[src/rtl/inv_adap_quan.sv]
// inv_adap_quan: 32 kbit/s ADPCM inverse adaptive quantizer, codeword I + scale Y -> sign-magnitude DQ.
// IAQ_SERIAL_SHIFT_EN: replaces the one-cycle antilog barrel shift with a bit-serial SHIFT state.
module inv_adap_quan (
    input  logic        clk,
    input  logic        reset,
    input  logic        scan_in0,
    input  logic        scan_en,
    output logic        scan_out0,
    input  logic [3:0]  i_in,
    input  logic [12:0] y_in,
    input  logic        in_valid,
    output logic        in_ready,
    output logic [15:0] dq_out,
    output logic        out_valid,
    input  logic        out_ready
);
    typedef enum logic [2:0] {IDLE, ADDA, ANTILOG, SHIFT, DONE} state_t;
    state_t      state;
    logic [3:0]  i_q;
    logic [10:0] y_q;
    logic [11:0] dql;
    logic [11:0] dqln;
    logic [2:0]  k;
    logic [3:0]  dex;
    logic [7:0]  dqt;
    logic        unused_ok;
    assign scan_out0 = 1'b0;
    assign dex = dql[10:7];
    assign dqt = {1'b1, dql[6:0]};
    // DQLN is symmetric about the sign bit, so fold I onto an 8-entry table
    assign k = i_q[3] ? ~i_q[2:0] : i_q[2:0];
    always_comb begin
        case (k)
            3'd0:    dqln = 12'd2048;
            3'd1:    dqln = 12'd4;
            3'd2:    dqln = 12'd135;
            3'd3:    dqln = 12'd213;
            3'd4:    dqln = 12'd273;
            3'd5:    dqln = 12'd323;
            3'd6:    dqln = 12'd373;
            default: dqln = 12'd425;
        endcase
    end
`ifdef IAQ_SERIAL_SHIFT_EN
    logic [14:0] sh;
    logic [14:0] sh_nx;
    logic [3:0]  cnt;
    assign unused_ok = &{scan_in0, scan_en, y_in[1:0]};
    // DEX=15 is the only left shift; everything else walks right toward >>14
    assign sh_nx = (dex == 4'd15) ? {sh[13:0], 1'b0} : {1'b0, sh[14:1]};
    always_ff @(posedge clk or negedge reset) begin
        if (!reset) begin
            state     <= IDLE;
            in_ready  <= 1'b1;
            out_valid <= 1'b0;
            dq_out    <= '0;
            i_q       <= '0;
            y_q       <= '0;
            dql       <= '0;
            sh        <= '0;
            cnt       <= '0;
        end else begin
            case (state)
                IDLE: if (in_valid) begin
                    i_q      <= i_in;
                    y_q      <= y_in[12:2];
                    in_ready <= 1'b0;
                    state    <= ADDA;
                end
                ADDA: begin
                    dql   <= dqln + {1'b0, y_q};
                    state <= ANTILOG;
                end
                ANTILOG: if (dql[11] || dex == 4'd14) begin
                    dq_out    <= {i_q[3], dql[11] ? 15'd0 : {dqt, 7'd0}};
                    out_valid <= 1'b1;
                    state     <= DONE;
                end else begin
                    sh    <= {dqt, 7'd0};
                    cnt   <= (dex == 4'd15) ? 4'd1 : 4'd14 - dex;
                    state <= SHIFT;
                end
                SHIFT: begin
                    sh  <= sh_nx;
                    cnt <= cnt - 4'd1;
                    if (cnt == 4'd1) begin
                        dq_out    <= {i_q[3], sh_nx};
                        out_valid <= 1'b1;
                        state     <= DONE;
                    end
                end
                DONE: if (out_ready) begin
                    out_valid <= 1'b0;
                    in_ready  <= 1'b1;
                    state     <= IDLE;
                end
                default: begin
                    out_valid <= 1'b0;
                    in_ready  <= 1'b1;
                    state     <= IDLE;
                end
            endcase
        end
    end
`else
    logic [29:0] prod;
    logic [14:0] mag;
    assign prod = ((30'(dqt) << 7) << dex) >> 14;
    assign mag = dql[11] ? 15'd0 : prod[14:0];
    assign unused_ok = &{scan_in0, scan_en, y_in[1:0], prod[29:15]};
    always_ff @(posedge clk or negedge reset) begin
        if (!reset) begin
            state     <= IDLE;
            in_ready  <= 1'b1;
            out_valid <= 1'b0;
            dq_out    <= '0;
            i_q       <= '0;
            y_q       <= '0;
            dql       <= '0;
        end else begin
            case (state)
                IDLE: if (in_valid) begin
                    i_q      <= i_in;
                    y_q      <= y_in[12:2];
                    in_ready <= 1'b0;
                    state    <= ADDA;
                end
                ADDA: begin
                    dql   <= dqln + {1'b0, y_q};
                    state <= ANTILOG;
                end
                ANTILOG: begin
                    dq_out    <= {i_q[3], mag};
                    out_valid <= 1'b1;
                    state     <= DONE;
                end
                DONE: if (out_ready) begin
                    out_valid <= 1'b0;
                    in_ready  <= 1'b1;
                    state     <= IDLE;
                end
                default: begin
                    out_valid <= 1'b0;
                    in_ready  <= 1'b1;
                    state     <= IDLE;
                end
            endcase
        end
    end
`endif
endmodule

[config.mk]
export PLATFORM = sky130hd
export DESIGN_NAME = inv_adap_quan
export DESIGN_NICKNAME = d
export VERILOG_FILES = /design/src/rtl/inv_adap_quan.sv
export SDC_FILE = /design/constraint.sdc
export NUM_CORES = 1
export LEC_CHECK = 0
export ABC_AREA = 1
export BUFFER_PORTS_ARGS = -buffer_cell sky130_fd_sc_hd__buf_2
export CAP_MARGIN = 20
export CORE_MARGIN = 4
export CORE_UTILIZATION = 30
export CTS_CLUSTER_DIAMETER = 60
export DETAILED_ROUTE_END_ITERATION = 8
export GPL_TIMING_DRIVEN = 0
export HOLD_SLACK_MARGIN = 0.12
export PLACE_DENSITY = 0.48
export REMOVE_ABC_BUFFERS = 1
export SLEW_MARGIN = 10
export SYNTH_ARGS = -nofsm -noshare
export SYNTH_HDL_FRONTEND = slang
export SYNTH_SLANG_ARGS = --single-unit
[constraint.sdc]
create_clock -name clk -period 3.35 [get_ports clk]
set_clock_uncertainty 0.05 [all_clocks]
set_input_delay 0.8375 -clock clk [delete_from_list [all_inputs] [get_ports clk]]
set_output_delay 0.8375 -clock clk [all_outputs]
set_load 0.03 [all_outputs]
==> flow_metrics.tcl <==
set metrics [dict create \
    yosysMostFrequentCell "nand2_1" \
    die_width_um 107 \
    p_leak_nw 1.83 \
    yosysTopAreaCellShare_pct 40.1 \
    worstReg2RegStart "i_q[3]$_DFFE_PN0P_" \
    synth.largest_area_cell "dfrtp_1" \
    post-cts-setup-buffers 0 \
    detail_route.iter0.violations 55 \
    critPathMaxStageDelay_ns 0.43 \
    synth-seq-area-share_pct 41.0 \
    cts_hold_buf 0 \
    final_nets 476 \
    drc 0 \
    synth-simple-area-share_pct 36.9 \
    dr.pass1.iters 4 \
    slew_headroom_pct 57.8 \
    ys_top_cells_by_count "nand2_1 (180), dfrtp_1 (47), inv_1 (36)" \
    required_ns 3.50 \
    critPathMaxFanout 7 \
    cpMaxStageDelayCell "dfrtp_1" \
    holdPathStages 2 \
    portBuffers 36 \
    worstHoldEndpoint "in_ready$_DFFE_PN1P_" \
    p_per_area_nw_per_um2 1170 \
    htreeDepth 2 \
    hp-class "reg2reg" \
    antenna_found_initial 0 \
    dieArea_um2 11400 \
    crit_chain "inv_2, nand2_1, nand2_2, inv_1, nor2_1, inv_1, nand2_1, o21a_1, inv_1, fa_1, inv_1, nand3_1, nand3_1, nand2_1, nand2_1, nand2_1, nand3_1, o21ai_0" \
    synth_xor_area_share_pct 1.49 \
    ys_ff_latch 48 \
    synth-edff-count 0 \
    outcome "finished, final reports clean" \
    muxShareOfSynthArea_pct 0 \
    grt_use_total_pct 12.2 \
    cts_tree "yes" \
    grt_pass1_wl_mm 11.4 \
    end_kind "flop" \
    postSynthAreaPerCell_um2 7.16 \
    drv_slew 0 \
    r2r_end "dql[8]$_DFFE_PN0P_" \
    synthAdderAreaFrac_pct 4.52 \
    hold_viol 0 \
    cts-buffers-inserted 5 \
    synth_ff_type "dfrtp_1" \
    cp_common_cell "nand2_1" \
    tightest_slew_ns 0.633 \
    vias 2525 \
    async_flop_share_pct 100 \
    fin_crit_ns 2.51 \
    coreArea_um2 9370 \
    r2r_slack_ns 0.84 \
    drive_gt1_share_pct 14.9 \
    ff2ff_path_depth 18 \
    globalplace.congestion 0.795 \
    rows 35 \
    fmax_mhz 399 \
    min_from "in_ready$_DFFE_PN1P_" \
    crit_arrival_ns 2.65 \
    ys_types 37 \
    period_share_pct 74.8 \
    grt_setup_unrepaired "no" \
    setup_violations 0 \
    cts.sinks 48 \
    overflow 0 \
    n_antenna_cell 0 \
    path_class "reg2reg" \
    synth_cells 410 \
    tns_ns 0 \
    ctsLongestPathBuffers 2 \
    ir_drop_uv 359 \
    cts-root-buf "clkbuf_8" \
    total_power_mw 3.84 \
    cts_resized 0 \
    synth-compound-area-share_pct 7.38 \
    initial_core_util_pct 31.3 \
    yosys_warnings 0 \
    dp_worst_setup_slack_ns 0.840 \
    syn-cell-area_um2 2930 \
    start_kind "flop" \
    path_clk_slew_ns 0.10 \
    grt_max_degree 49 \
    die_h_um 107 \
    routed_wl_mm 6.57 \
    vias_per_cell 4.41 \
    synth_top_family_by_area "simple AND/OR/NAND/NOR gates" \
    ant_nets 0 \
    detail_route.wl_per_cell_um 11.5 \
    num_io_pins 42 \
    drv_cap 0 \
    clk_latency_ns 0.31 \
    dpl.hpwl_mm 5.02 \
    synthTopCellsByArea "dfrtp_1 (40%), nand2_1 (23%), nand3_1 (5.6%)" \
    grt_pass1_vias 2494 \
    worst_slack_ns 0.845 \
    area_delta_synth_final_pct 12.2 \
]
==> metrics by stage <==
step	hold slack, ns	instance area (µm²)	utilization, %	std cells
CTS	0.421	3290	35.1	573
finish	0.416	3290	35.1	573
global route	0.452	3290	35.1	573
floorplan	0.405	2850	-	400
global placement	0.406	3190	34.1	565
detailed placement	0.406	3190	34.1	565
==> worst max-delay path, delay by kind of cell, from the launching register on <==
family | cells | cell delay, ns
AOI/OAI and AO/OA | 2 | 0.24
adders and majority gates | 1 | 0.42
buffers and inverters | 5 | 0.41
DFF | 1 | 0.43
and+or+nand+nor | 10 | 0.85
==> flip-flops by register name, indices dropped and copies added (netlist names) <==
| register | count |
|---|---|
| y_q | 11 |
| i_q | 4 |
| state | 3 |
| dq_out | 16 |
| in_ready | 1 |
| out_valid | 1 |
| dql | 12 |
==> how the worst max path moves through the flow <==
| stage | from | to | slack [ns] |
|---|---|---|---|
| 2_1_floorplan | i_q[3]$_DFFE_PN0P_ | dql[8]$_DFFE_PN0P_ | 1.17 |
| 3_3_place_gp | i_q[3]$_DFFE_PN0P_ | dql[8]$_DFFE_PN0P_ | 0.89 |
| 3_5_place_dp | i_q[3]$_DFFE_PN0P_ | dql[8]$_DFFE_PN0P_ | 0.84 |
| 4_1_cts | i_q[3]$_DFFE_PN0P_ | dql[8]$_DFFE_PN0P_ | 0.83 |
| 5_1_grt | i_q[3]$_DFFE_PN0P_ | dql[8]$_DFFE_PN0P_ | 0.56 |
| 6_report | i_q[3]$_DFFE_PN0P_ | dql[8]$_DFFE_PN0P_ | 0.84 |
==> layout make-up <==
type,count,area [µm²]
Multi-Input combinational cell,307,1480
Clock inverter,2,13.8
Clock buffer,6,82.6
Inverter,45,169
Tap cell,129,161
Fill cell,1058,6080
Timing Repair Buffer,36,183
Sequential cell,48,1200
==> placed cells by master, fill, tap and decap left out, types with 3 or more instances in the layout <==
cell / Yosys / final
inv_2: 8 / 8
inv_1: 36 / 36
nand4_1: 3 / 3
nor2_1: 21 / 21
nor2_4: 3 / 3
buf_2: 3 / 35
dfrtp_1: 47 / 47
nand2_1: 180 / 180
nand3_1: 33 / 33
nor2_2: 4 / 4
ha_1: 9 / 9
clkbuf_8: 0 / 6
xnor2_1: 3 / 3
a21oi_1: 4 / 4
o211ai_1: 3 / 3
o21ai_0: 16 / 16
o21ai_1: 6 / 6
==> cell families (layout without fill, tap and decap cells) <==
logic type / Yosys count / after routing
AOI/OAI and AO/OA: 37 / 37
xor gates and xnor gates: 5 / 5
buffers and inverters: 55 / 89
and+or+nand+nor: 254 / 254
other: 1 / 1
adders and majority gates: 10 / 10
DFF: 48 / 48
==> where the power goes <==
part	internal [mW]	switching (mW)
Combinational	0.814	1.59
Clock	0.169	0.214
Sequential	0.845	0.201
==> per-layer routing <==
metal | share of wire [%] | global-route usage [%]
met2 | 46 | 20.9
met5 | 0 | 0
met1 | 48 | 15.4
met3 | 4.0 | 2.41
met4 | 1.5 | 3.84
(Power assumes the default switching activity.)
